File: src/rtl/mips_multicycle_control.sv
// Main control FSM for the multicycle MIPS datapath.
// Decodes the opcode, sequences the datapath strobes over 3-5 cycles,
// counts retired instructions and flags unsupported opcodes.
// Optional feature macro: CTRL_STATE_SEG_EN adds the seg_state output,
// an active-low seven-segment rendering of the current state number.
module mips_multicycle_control #(
  parameter int unsigned CNT_W = 16
) (
  input  logic             clk,
  input  logic             reset_n,
  input  logic [5:0]       opcode,
  input  logic             mem_ready,
  output logic             PCWrite,
  output logic             PCWriteCond,
  output logic             IorD,
  output logic             MemRead,
  output logic             MemWrite,
  output logic             MemtoReg,
  output logic             IRWrite,
  output logic             RegDst,
  output logic             RegWrite,
  output logic             ALUSrcA,
  output logic [1:0]       ALUSrcB,
  output logic [1:0]       ALUOp,
  output logic [1:0]       PCSource,
  output logic [3:0]       state_o,
  output logic [CNT_W-1:0] instr_count,
  output logic             illegal_op
`ifdef CTRL_STATE_SEG_EN
  ,
  output logic [6:0]       seg_state
`endif
);

  localparam int unsigned STATE_W = 4;
  localparam int unsigned OP_W    = 6;

  localparam logic [STATE_W-1:0] S_FETCH  = 4'd0;
  localparam logic [STATE_W-1:0] S_DECODE = 4'd1;
  localparam logic [STATE_W-1:0] S_MEMADR = 4'd2;
  localparam logic [STATE_W-1:0] S_MEMRD  = 4'd3;
  localparam logic [STATE_W-1:0] S_MEMWB  = 4'd4;
  localparam logic [STATE_W-1:0] S_MEMWR  = 4'd5;
  localparam logic [STATE_W-1:0] S_EXEC   = 4'd6;
  localparam logic [STATE_W-1:0] S_ALUWB  = 4'd7;
  localparam logic [STATE_W-1:0] S_BRANCH = 4'd8;
  localparam logic [STATE_W-1:0] S_JUMP   = 4'd9;

  localparam logic [OP_W-1:0] OP_RTYPE = 6'b000000;
  localparam logic [OP_W-1:0] OP_LW    = 6'b100011;
  localparam logic [OP_W-1:0] OP_SW    = 6'b101011;
  localparam logic [OP_W-1:0] OP_BEQ   = 6'b000100;
  localparam logic [OP_W-1:0] OP_J     = 6'b000010;

  logic [STATE_W-1:0] state_q;
  logic [STATE_W-1:0] state_d;
  logic [CNT_W-1:0]   instr_count_q;
  logic [CNT_W-1:0]   instr_count_d;
  logic               illegal_op_q;
  logic               illegal_op_d;
  logic               retire;

  // State register, retired-instruction counter and sticky illegal flag
  always_ff @(posedge clk) begin
    if (!reset_n) begin
      state_q       <= S_FETCH;
      instr_count_q <= '0;
      illegal_op_q  <= 1'b0;
    end else begin
      state_q       <= state_d;
      instr_count_q <= instr_count_d;
      illegal_op_q  <= illegal_op_d;
    end
  end

  // Next state; retire marks every completion edge back into FETCH
  always_comb begin
    state_d       = state_q;
    retire        = 1'b0;
    illegal_op_d  = illegal_op_q;
    instr_count_d = instr_count_q;

    case (state_q)
      S_FETCH: begin
        if (mem_ready) begin
          state_d = S_DECODE;
        end
      end
      S_DECODE: begin
        case (opcode)
          OP_LW, OP_SW: state_d = S_MEMADR;
          OP_RTYPE:     state_d = S_EXEC;
          OP_BEQ:       state_d = S_BRANCH;
          OP_J:         state_d = S_JUMP;
          default: begin
            // Unsupported opcode: abandon without retiring
            state_d      = S_FETCH;
            illegal_op_d = 1'b1;
          end
        endcase
      end
      S_MEMADR: begin
        // Only lw/sw reach here; anything but sw is treated as a load
        state_d = (opcode == OP_SW) ? S_MEMWR : S_MEMRD;
      end
      S_MEMRD: begin
        if (mem_ready) begin
          state_d = S_MEMWB;
        end
      end
      S_MEMWB: begin
        state_d = S_FETCH;
        retire  = 1'b1;
      end
      S_MEMWR: begin
        if (mem_ready) begin
          state_d = S_FETCH;
          retire  = 1'b1;
        end
      end
      S_EXEC: begin
        state_d = S_ALUWB;
      end
      S_ALUWB, S_BRANCH, S_JUMP: begin
        state_d = S_FETCH;
        retire  = 1'b1;
      end
      default: begin
        // Unused encodings recover to FETCH without retiring
        state_d = S_FETCH;
      end
    endcase

    if (retire) begin
      instr_count_d = instr_count_q + CNT_W'(1);
    end
  end

  // Datapath strobes decoded from the state; all forced low during reset
  always_comb begin
    PCWrite     = 1'b0;
    PCWriteCond = 1'b0;
    IorD        = 1'b0;
    MemRead     = 1'b0;
    MemWrite    = 1'b0;
    MemtoReg    = 1'b0;
    IRWrite     = 1'b0;
    RegDst      = 1'b0;
    RegWrite    = 1'b0;
    ALUSrcA     = 1'b0;
    ALUSrcB     = 2'b00;
    ALUOp       = 2'b00;
    PCSource    = 2'b00;

    if (reset_n) begin
      case (state_q)
        S_FETCH: begin
          // PC+4 is written back in the same cycle the fetch completes
          MemRead = 1'b1;
          ALUSrcB = 2'b01;
          IRWrite = mem_ready;
          PCWrite = mem_ready;
        end
        S_DECODE: begin
          ALUSrcB = 2'b11;
        end
        S_MEMADR: begin
          ALUSrcA = 1'b1;
          ALUSrcB = 2'b10;
        end
        S_MEMRD: begin
          MemRead = 1'b1;
          IorD    = 1'b1;
        end
        S_MEMWB: begin
          MemtoReg = 1'b1;
          RegWrite = 1'b1;
        end
        S_MEMWR: begin
          MemWrite = 1'b1;
          IorD     = 1'b1;
        end
        S_EXEC: begin
          ALUSrcA = 1'b1;
          ALUOp   = 2'b10;
        end
        S_ALUWB: begin
          RegDst   = 1'b1;
          RegWrite = 1'b1;
        end
        S_BRANCH: begin
          ALUSrcA     = 1'b1;
          ALUOp       = 2'b01;
          PCWriteCond = 1'b1;
          PCSource    = 2'b01;
        end
        S_JUMP: begin
          PCWrite  = 1'b1;
          PCSource = 2'b10;
        end
        default: begin
        end
      endcase
    end
  end

  assign state_o     = reset_n ? state_q : '0;
  assign instr_count = instr_count_q;
  assign illegal_op  = illegal_op_q;

`ifdef CTRL_STATE_SEG_EN
  // Active-low hex digit of the state (bit6 = a .. bit0 = g), blank in reset
  always_comb begin
    seg_state = 7'b1111111;
    if (reset_n) begin
      case (state_q)
        4'h0:    seg_state = 7'b0000001;
        4'h1:    seg_state = 7'b1001111;
        4'h2:    seg_state = 7'b0010010;
        4'h3:    seg_state = 7'b0000110;
        4'h4:    seg_state = 7'b1001100;
        4'h5:    seg_state = 7'b0100100;
        4'h6:    seg_state = 7'b0100000;
        4'h7:    seg_state = 7'b0001111;
        4'h8:    seg_state = 7'b0000000;
        4'h9:    seg_state = 7'b0000100;
        4'hA:    seg_state = 7'b0001000;
        4'hB:    seg_state = 7'b1100000;
        4'hC:    seg_state = 7'b0110001;
        4'hD:    seg_state = 7'b1000010;
        4'hE:    seg_state = 7'b0110000;
        default: seg_state = 7'b0111000;
      endcase
    end
  end
`endif

endmodule

File: config.mk
export PLATFORM = sky130hd
export DESIGN_NAME = mips_multicycle_control
export DESIGN_NICKNAME = d
export VERILOG_FILES = /design/src/rtl/mips_multicycle_control.sv
export SDC_FILE = /design/constraint.sdc
export NUM_CORES = 1
export LEC_CHECK = 0
export ABC_CLOCK_PERIOD_IN_PS = 2500
export CELL_PAD_IN_SITES_DETAIL_PLACEMENT = 2
export CELL_PAD_IN_SITES_GLOBAL_PLACEMENT = 2
export CORE_ASPECT_RATIO = 2
export CORE_MARGIN = 3
export CORE_UTILIZATION = 24
export CTS_CLUSTER_SIZE = 40
export DETAILED_ROUTE_END_ITERATION = 10
export GPL_ROUTABILITY_DRIVEN = 0
export PLACE_DENSITY_LB_ADDON = 0.1
export SLEW_MARGIN = 15
export SYNTH_ARGS = -nofsm -noshare
export SYNTH_HDL_FRONTEND = slang
export SYNTH_SLANG_ARGS = --single-unit
File: constraint.sdc
create_clock -name clk -period 2.5 [get_ports clk]
set_clock_uncertainty 0.1 [all_clocks]
set_input_delay 0.375 -clock clk [delete_from_list [all_inputs] [get_ports clk]]
set_output_delay 0.375 -clock clk [all_outputs]
set_load 0.01 [all_outputs]
==> results of run 1 <==
==> logic make-up (layout without fill, tap and decap cells) <==
logic type / Yosys count / count (layout) / synth area share
compound gates: 41 / 41 / 0.204
fa+ha+maj: 1 / 1 / 0.00962
xor+xnor: 9 / 9 / 0.0606
simple gates: 83 / 83 / 0.352
buf+inv: 14 / 71 / 0.0500
flops: 21 / 21 / 0.323
==> worst reg2reg max path, stage by stage (launching register included) <==
cell	delay [ns]
dfxtp_2	0.42
nor2_1	0.18
buf_4	0.17
o2bb2ai_2	0.12
o2111ai_2	0.33
buf_4	0.27
or3_1	0.35
a21oi_1	0.14
==> registers in the layout, indices dropped and copies added (netlist names) <==
signal	count
illegal_op	1
instr_count	16
state_q	4
==> cells in the mapped netlist, drive strengths merged, types with 2 or more instances <==
cell type and n:
buf 4, xor2 6, nor2 22, a31oi 2, or3 8, nor3b 2
o2111ai 3, o31ai 2, inv 5, dfxtp 21, and4 3, xnor2 3
o22ai 2, nand3 4, clkbuf 5, nand4 3, o21a 2, nor2b 3
a21oi 12, or4 2, and2 3, nand2 16, o21ai 12, nand3b 3
nor3 5, nand2b 4
==> per-layer routing <==
layer / GRT usage / routed length, microns / vias to the layer above
met5: 0 / 0 / -
met4: 0.0448 / 61 / 0
met3: 0.0233 / 171 / 4
met2: 0.357 / 3080 / 31
met1: 0.154 / 1600 / 727
li1: - / - / 718
==> through the flow <==
| step | instances | utilization | setup TNS (ns) | cell area, sq um | hold WS, ns |
|---|---|---|---|---|---|
| floorplan | 169 | - | 0 | 1300 | 0.405 |
| global placement | 279 | 0.366 | 0 | 1900 | 0.363 |
| detailed placement | 279 | 0.366 | -0.104 | 1900 | 0.380 |
| CTS | 283 | 0.376 | 0 | 1950 | 0.402 |
| global route | 284 | 0.383 | 0 | 1990 | 0.452 |
| finish | 284 | 0.383 | 0 | 1990 | 0.389 |
==> worst min-delay path by stage <==
stage | to | slack, ns | depth (start not counted)
floorplan | illegal_op | 0.40 | 2
global placement | illegal_op | 0.36 | 2
detailed placement | illegal_op | 0.38 | 2
CTS | illegal_op | 0.40 | 2
global route | illegal_op | 0.45 | 2
finish | illegal_op | 0.39 | 2
==> power by group through the flow <==
stage | combinational [uW] | clock [uW] | sequential (uW)
2_1_floorplan | 68.9 | 0 | 351
6_report | 125 | 238 | 350
3_5_place_dp | 129 | 0 | 357
5_1_grt | 139 | 259 | 352
3_3_place_gp | 125 | 0 | 356
4_1_cts | 130 | 249 | 350
==> final cells by class <==
cell class                 count  area share
timing repair buffer          62       0.305
tap                           58      0.0365
inverter                       5     0.00944
clock buffer                   3      0.0208
clock inverter                 1     0.00378
sequential                    21       0.213
multi-input combinational    134       0.412
==> repair_timing <==
action | CTS | global route
pin swaps | 0 | 1
cloned | 0 | 0
setup buffers | 0 | 1
endpoints found under the setup margin | 6 | 14
gates resized for setup | 4 | 13
==> key figures, run 1 <==
Clocking
  • Hold_buf cts: 0
  • CTS tree: yes
  • CTS clk-pin slew, worst paths: 0.09 ns
  • Clk_lat worst skew: 0.27 ns
  • Maximum root-to-sink buffer count: 2
  • Clock Sinks: 21
  • CTS HTree Levels: 1
  • CTS Buf Count: 3
  • Root Driver: clkbuf_8

Critical path
  • Critical Path Stages: 5
  • Reg2reg path depth: 7
  • CP cell instances: clkdlybuf4s50_1 > inv_1 > buf_4 > nor3_1 > clkdlybuf4s50_1
  • Reg2reg end: instr_count[5]
  • Cell mode on critical path: clkdlybuf4s50_1
  • CP endpoint kind: primary output
  • Cell family with most CP delay: buffers and inverters
  • Critical path fanouts, max: 10
  • Worst Setup EP: IorD
  • CP required: 2.03 ns
  • Worst Setup Start Kind: primary input
  • CP Class: in2out
  • Slowest stage delay, CP: 0.56 ns
  • Arrival @ worst endpoint: 1.90 ns
  • Buf+Inv Stages, Crit Path: 4
  • CP startpoint: reset_n
  • Register-to-register setup slack: 0.36 ns
  • Max stage delay cell, worst path: clkdlybuf4s50_1
  • RR Startpoint: state_q[1]

Layout
  • Reg area: 423 sq um
  • Multi-input gate area: 820 sq um
  • N_diodes: 0
  • # fillers: 617
  • Leading cell type in the layout, fill and taps excluded: clkdlybuf4s50_1
  • Area growth syn-to-layout: 52.9%
  • Share of layout cells above drive strength 1: 0.128
  • Final Net Count: 237
  • Most frequent cells in the layout: clkdlybuf4s50_1, nor2_1, dfxtp_1

Run status
  • Status: finished clean

Die
  • Std cell rows: 37
  • Die area: 0.00639 sq mm
  • IO Count: 46
  • Die Width: 58.0 microns
  • DIE HEIGHT: 110 microns
  • Core area: 0.00518 sq mm
  • Initial Utilization: 0.251

Synthesis
  • Syn avg cell area: 7.69 sq um
  • Main flop type after synthesis: dfxtp_1
  • Top-area cell type share of the netlist area: 0.323
  • Area contributors post-synth: dfxtp_1, nor2_1, a21oi_1
  • Synth area leader: dfxtp_1
  • EDFF count, synth: 0
  • Post-synthesis register bit count: 21
  • Warnings, synthesis: 0
  • Distinct cells, synth: 44
  • Syn_nets: 179
  • Post-synthesis sequential area ratio: 0.323
  • Mapped Area: 0.00130 sq mm
  • Ys async rst share: 0
  • Gate Count Post-Synth: 169

Placed design
  • Post-place setup slack: -0.0388 ns
  • Count of buffers from port buffering: 45
  • Detail Placement HPWL: 4050 microns

Global routing
  • Remaining Overflow, GRT: 0
  • Initial antenna violation count: 0
  • Largest net degree at the start of global routing: 15
  • First-pass GRT wire length: 8290 microns
  • Vias in the first global route: 1667
  • Total GRT Usage: 0.167

Hold path
  • Hold Startpoint: illegal_op
  • Min-delay worst type: reg2reg

Route
  • Post-Route WL: 4910 microns
  • Drt wl/cell: 17.3 microns
  • ANT nets after route: 0
  • DR iter-0 viols: 16
  • Routed vias/inst: 5.21
  • DRC Markers: 0
  • 1st-pass router iterations: 4
  • Vias post-DR: 1480

Power
  • Gate power share: 0.175
  • Psw: 199 uW
  • Sequential power share: 0.491
  • Design Power: 713 uW
  • P_int: 514 uW
  • Max VDD drop: 261 uV
  • Pwr Density: 359 mW/mm^2
  • Sw Share: 0.279
  • Clock power share: 0.334
  • Lkg Pwr: 0.000888 uW

STA
  • Final Cycle Share: 0.952
  • Fin crit period: 2.38 ns
  • Rel. slew slack: 0.652
  • Final-report setup violation count: 0
  • Worst Max-Slew Pin Slew: 0.522 ns
  • Fin. Hold Viols: 0
  • FMAX: 420 MHz
  • RSZ-0062 raised after global routing: no
  • Final WS setup: 0.120 ns
  • Pins Over Slew Limit: 0

Run
  • Max_cap viols: 0
(Power assumes the default switching activity.)
==> run 2, diff against run 1 <==
Settings changed: CORE_ASPECT_RATIO 2 to unset, GPL_ROUTABILITY_DRIVEN 0 to 1, GPL_TIMING_DRIVEN set to 0.
==> key figures, run 2 (synthesis results as in run 1) <==
Run status
  • Status: finished clean

Placed design
  • Gpl congestion: 0.732
  • Detail Placement HPWL: 3770 microns (-7.0%)
  • DP Area: 0.00184 sq mm (-3.1%)
  • Post-place setup slack: -0.624 ns (-0.585 ns)
  • Count of buffers from port buffering: 45 (unchanged)

Route
  • Routed vias/inst: 5.05 (-3.1%)
  • DR iter-0 viols: 35 (+19)
  • DRC Markers: 0 (unchanged)
  • Drt wl/cell: 16.6 microns (-4.1%)
  • 1st-pass router iterations: 4 (unchanged)
  • ANT nets after route: 0 (unchanged)
  • Post-Route WL: 4860 microns (-1.1%)
  • Vias post-DR: 1479 (-0.068%)

Layout
  • N_diodes: 0 (unchanged)
  • Area growth syn-to-layout: 49.9%
  • Leading cell type in the layout, fill and taps excluded: clkdlybuf4s50_1
  • Post-Route Utilization: 0.377 (-0.00681)
  • Share of layout cells above drive strength 1: 0.126 (-0.00276)
  • # fillers: 605 (-1.9%)
  • Max reg flops: 16 (unchanged)
  • Final Net Count: 234 (-1.3%)
  • Most frequent cells in the layout: clkdlybuf4s50_1, nor2_1, dfxtp_1
  • Post-route cell area: 0.00195 sq mm (-2.0%)

Global routing
  • Vias in the first global route: 1636 (-1.9%)
  • Remaining Overflow, GRT: 0 (unchanged)
  • Initial antenna violation count: 0 (unchanged)
  • First-pass GRT wire length: 8210 microns (-0.99%)
  • Total GRT Usage: 0.161 (-0.00657)
  • Largest net degree at the start of global routing: 12 (-3)

STA
  • Fin. Hold Viols: 0 (unchanged)
  • FMAX: 415 MHz (-1.2%)
  • RSZ-0062 raised after global routing: yes
  • Rel. slew slack: 0.622 (-0.0296)
  • Final Cycle Share: 0.963 (+0.0114)
  • Fin crit period: 2.41 ns (+0.0284 ns)
  • Worst Max-Slew Pin Slew: 0.566 ns (+0.0443 ns)
  • Final-report setup violation count: 0 (unchanged)
  • Tightest hold margin: 0.416 ns (+0.0270 ns)
  • Pins Over Slew Limit: 0 (unchanged)
  • Final WS setup: 0.0916 ns (-0.0284 ns)

Critical path
  • CP endpoint kind: primary output
  • Arrival @ worst endpoint: 1.93 ns (+0.03 ns)
  • CP Class: reg2out
  • Critical path fanouts, max: 6 (-4)
  • Worst Setup Start Kind: flip-flop
  • CP required: 2.03 ns (about the same)

Die
  • DIE HEIGHT: 79.6 microns (-28%)
  • IO Count: 46 (unchanged)
  • Die Width: 79.6 microns (+37%)
  • Die area: 0.00634 sq mm (-0.84%)
  • Std cell rows: 26 (-30%)
  • Initial Utilization: 0.251 (+0.000606)
  • Core area: 0.00517 sq mm (-0.24%)

Clocking
  • Hold_buf cts: 0 (unchanged)
  • Clock Sinks: 21 (unchanged)
  • Maximum root-to-sink buffer count: 2 (unchanged)
  • CTS clk-pin slew, worst paths: 0.08 ns (about the same)
  • CTS tree: yes
  • Root Driver: clkbuf_8
  • CTS Buf Count: 3 (unchanged)
  • CTS HTree Levels: 1 (unchanged)
  • Clk_lat worst skew: 0.26 ns (about the same)

Power
  • Max VDD drop: 137 uV (-48%)
  • Design Power: 704 uW (-1.2%)
  • Lkg Pwr: 0.000712 uW (-20%)
  • Pwr Density: 361 mW/mm^2 (+0.80%)

Run
  • Max_cap viols: 0 (unchanged)

Hold path
  • Min-delay worst type: reg2reg
run 2: changes by cell type in the layout (fill, tap and decap cells not counted), sizes merged:
cell	delta
clkdlybuf4s50	+5
dlymetal6s2s	-11
buf	-8
clkbuf	+6
dlygate4sd2	+6
clkinvlp	-1
run 2: power by group:
group / total [uW] / leakage (uW) / internal [uW] / switching (uW)
registers: 342 / 0.000171 / 339 / 3.05
clock network: 233 / 0.0000228 / 114 / 119
logic: 129 / 0.000519 / 58.3 / 71.1
total: 704 / 0.000712 / 511 / 193
run 2: critical path, cell delays in order (launching register included):
cell             delay, ns
dfxtp_2               0.36
nor2_2                0.25
nand2_2               0.17
nor3b_2               0.23
buf_4                 0.14
clkdlybuf4s50_1       0.52
run 2: final timing paths:
path	start	endpoint	slack, ns	cells after the start
worst min-delay path	illegal_op	illegal_op	0.42	2
worst max register to register	state_q[3]	instr_count[9]	0.34	6
worst max-delay path	state_q[1]	PCSource[0]	0.09	5
worst min register to register	illegal_op	illegal_op	0.42	2
run 2: timing repair:
item | in CTS | in global routing
buffers inserted | 1 | 4
setup endpoints to repair | 19 | 9
resized for setup | 21 | 5
pin swaps | 1 | 1
run 2: layout make-up:
type	count	area [sq um]	share of cell area
inverters	5	18.8	0.00963
plain buffers	9	66.3	0.0340
clock buffers	4	45.0	0.0231
multi-input cells	134	827	0.425
well taps	70	87.6	0.0450
flip-flops and latches	21	423	0.217
repair buffers	50	480	0.247
run 2: through the flow:
step / setup TNS [ns] / std cells
after global placement: -3.36 / 284
final: 0 / 293
after global routing: -0.00712 / 293
after detailed placement: -3.80 / 284
after floorplan: 0 / 169
after CTS: 0 / 289
run 2: routing by layer:
metal / track usage / up-vias / wire length (microns)
li1: - / 714 / -
met1: 0.183 / 727 / 2070
met2: 0.310 / 34 / 2590
met3: 0.0169 / 4 / 148
met4: 0.0464 / 0 / 49
met5: 0 / - / 0
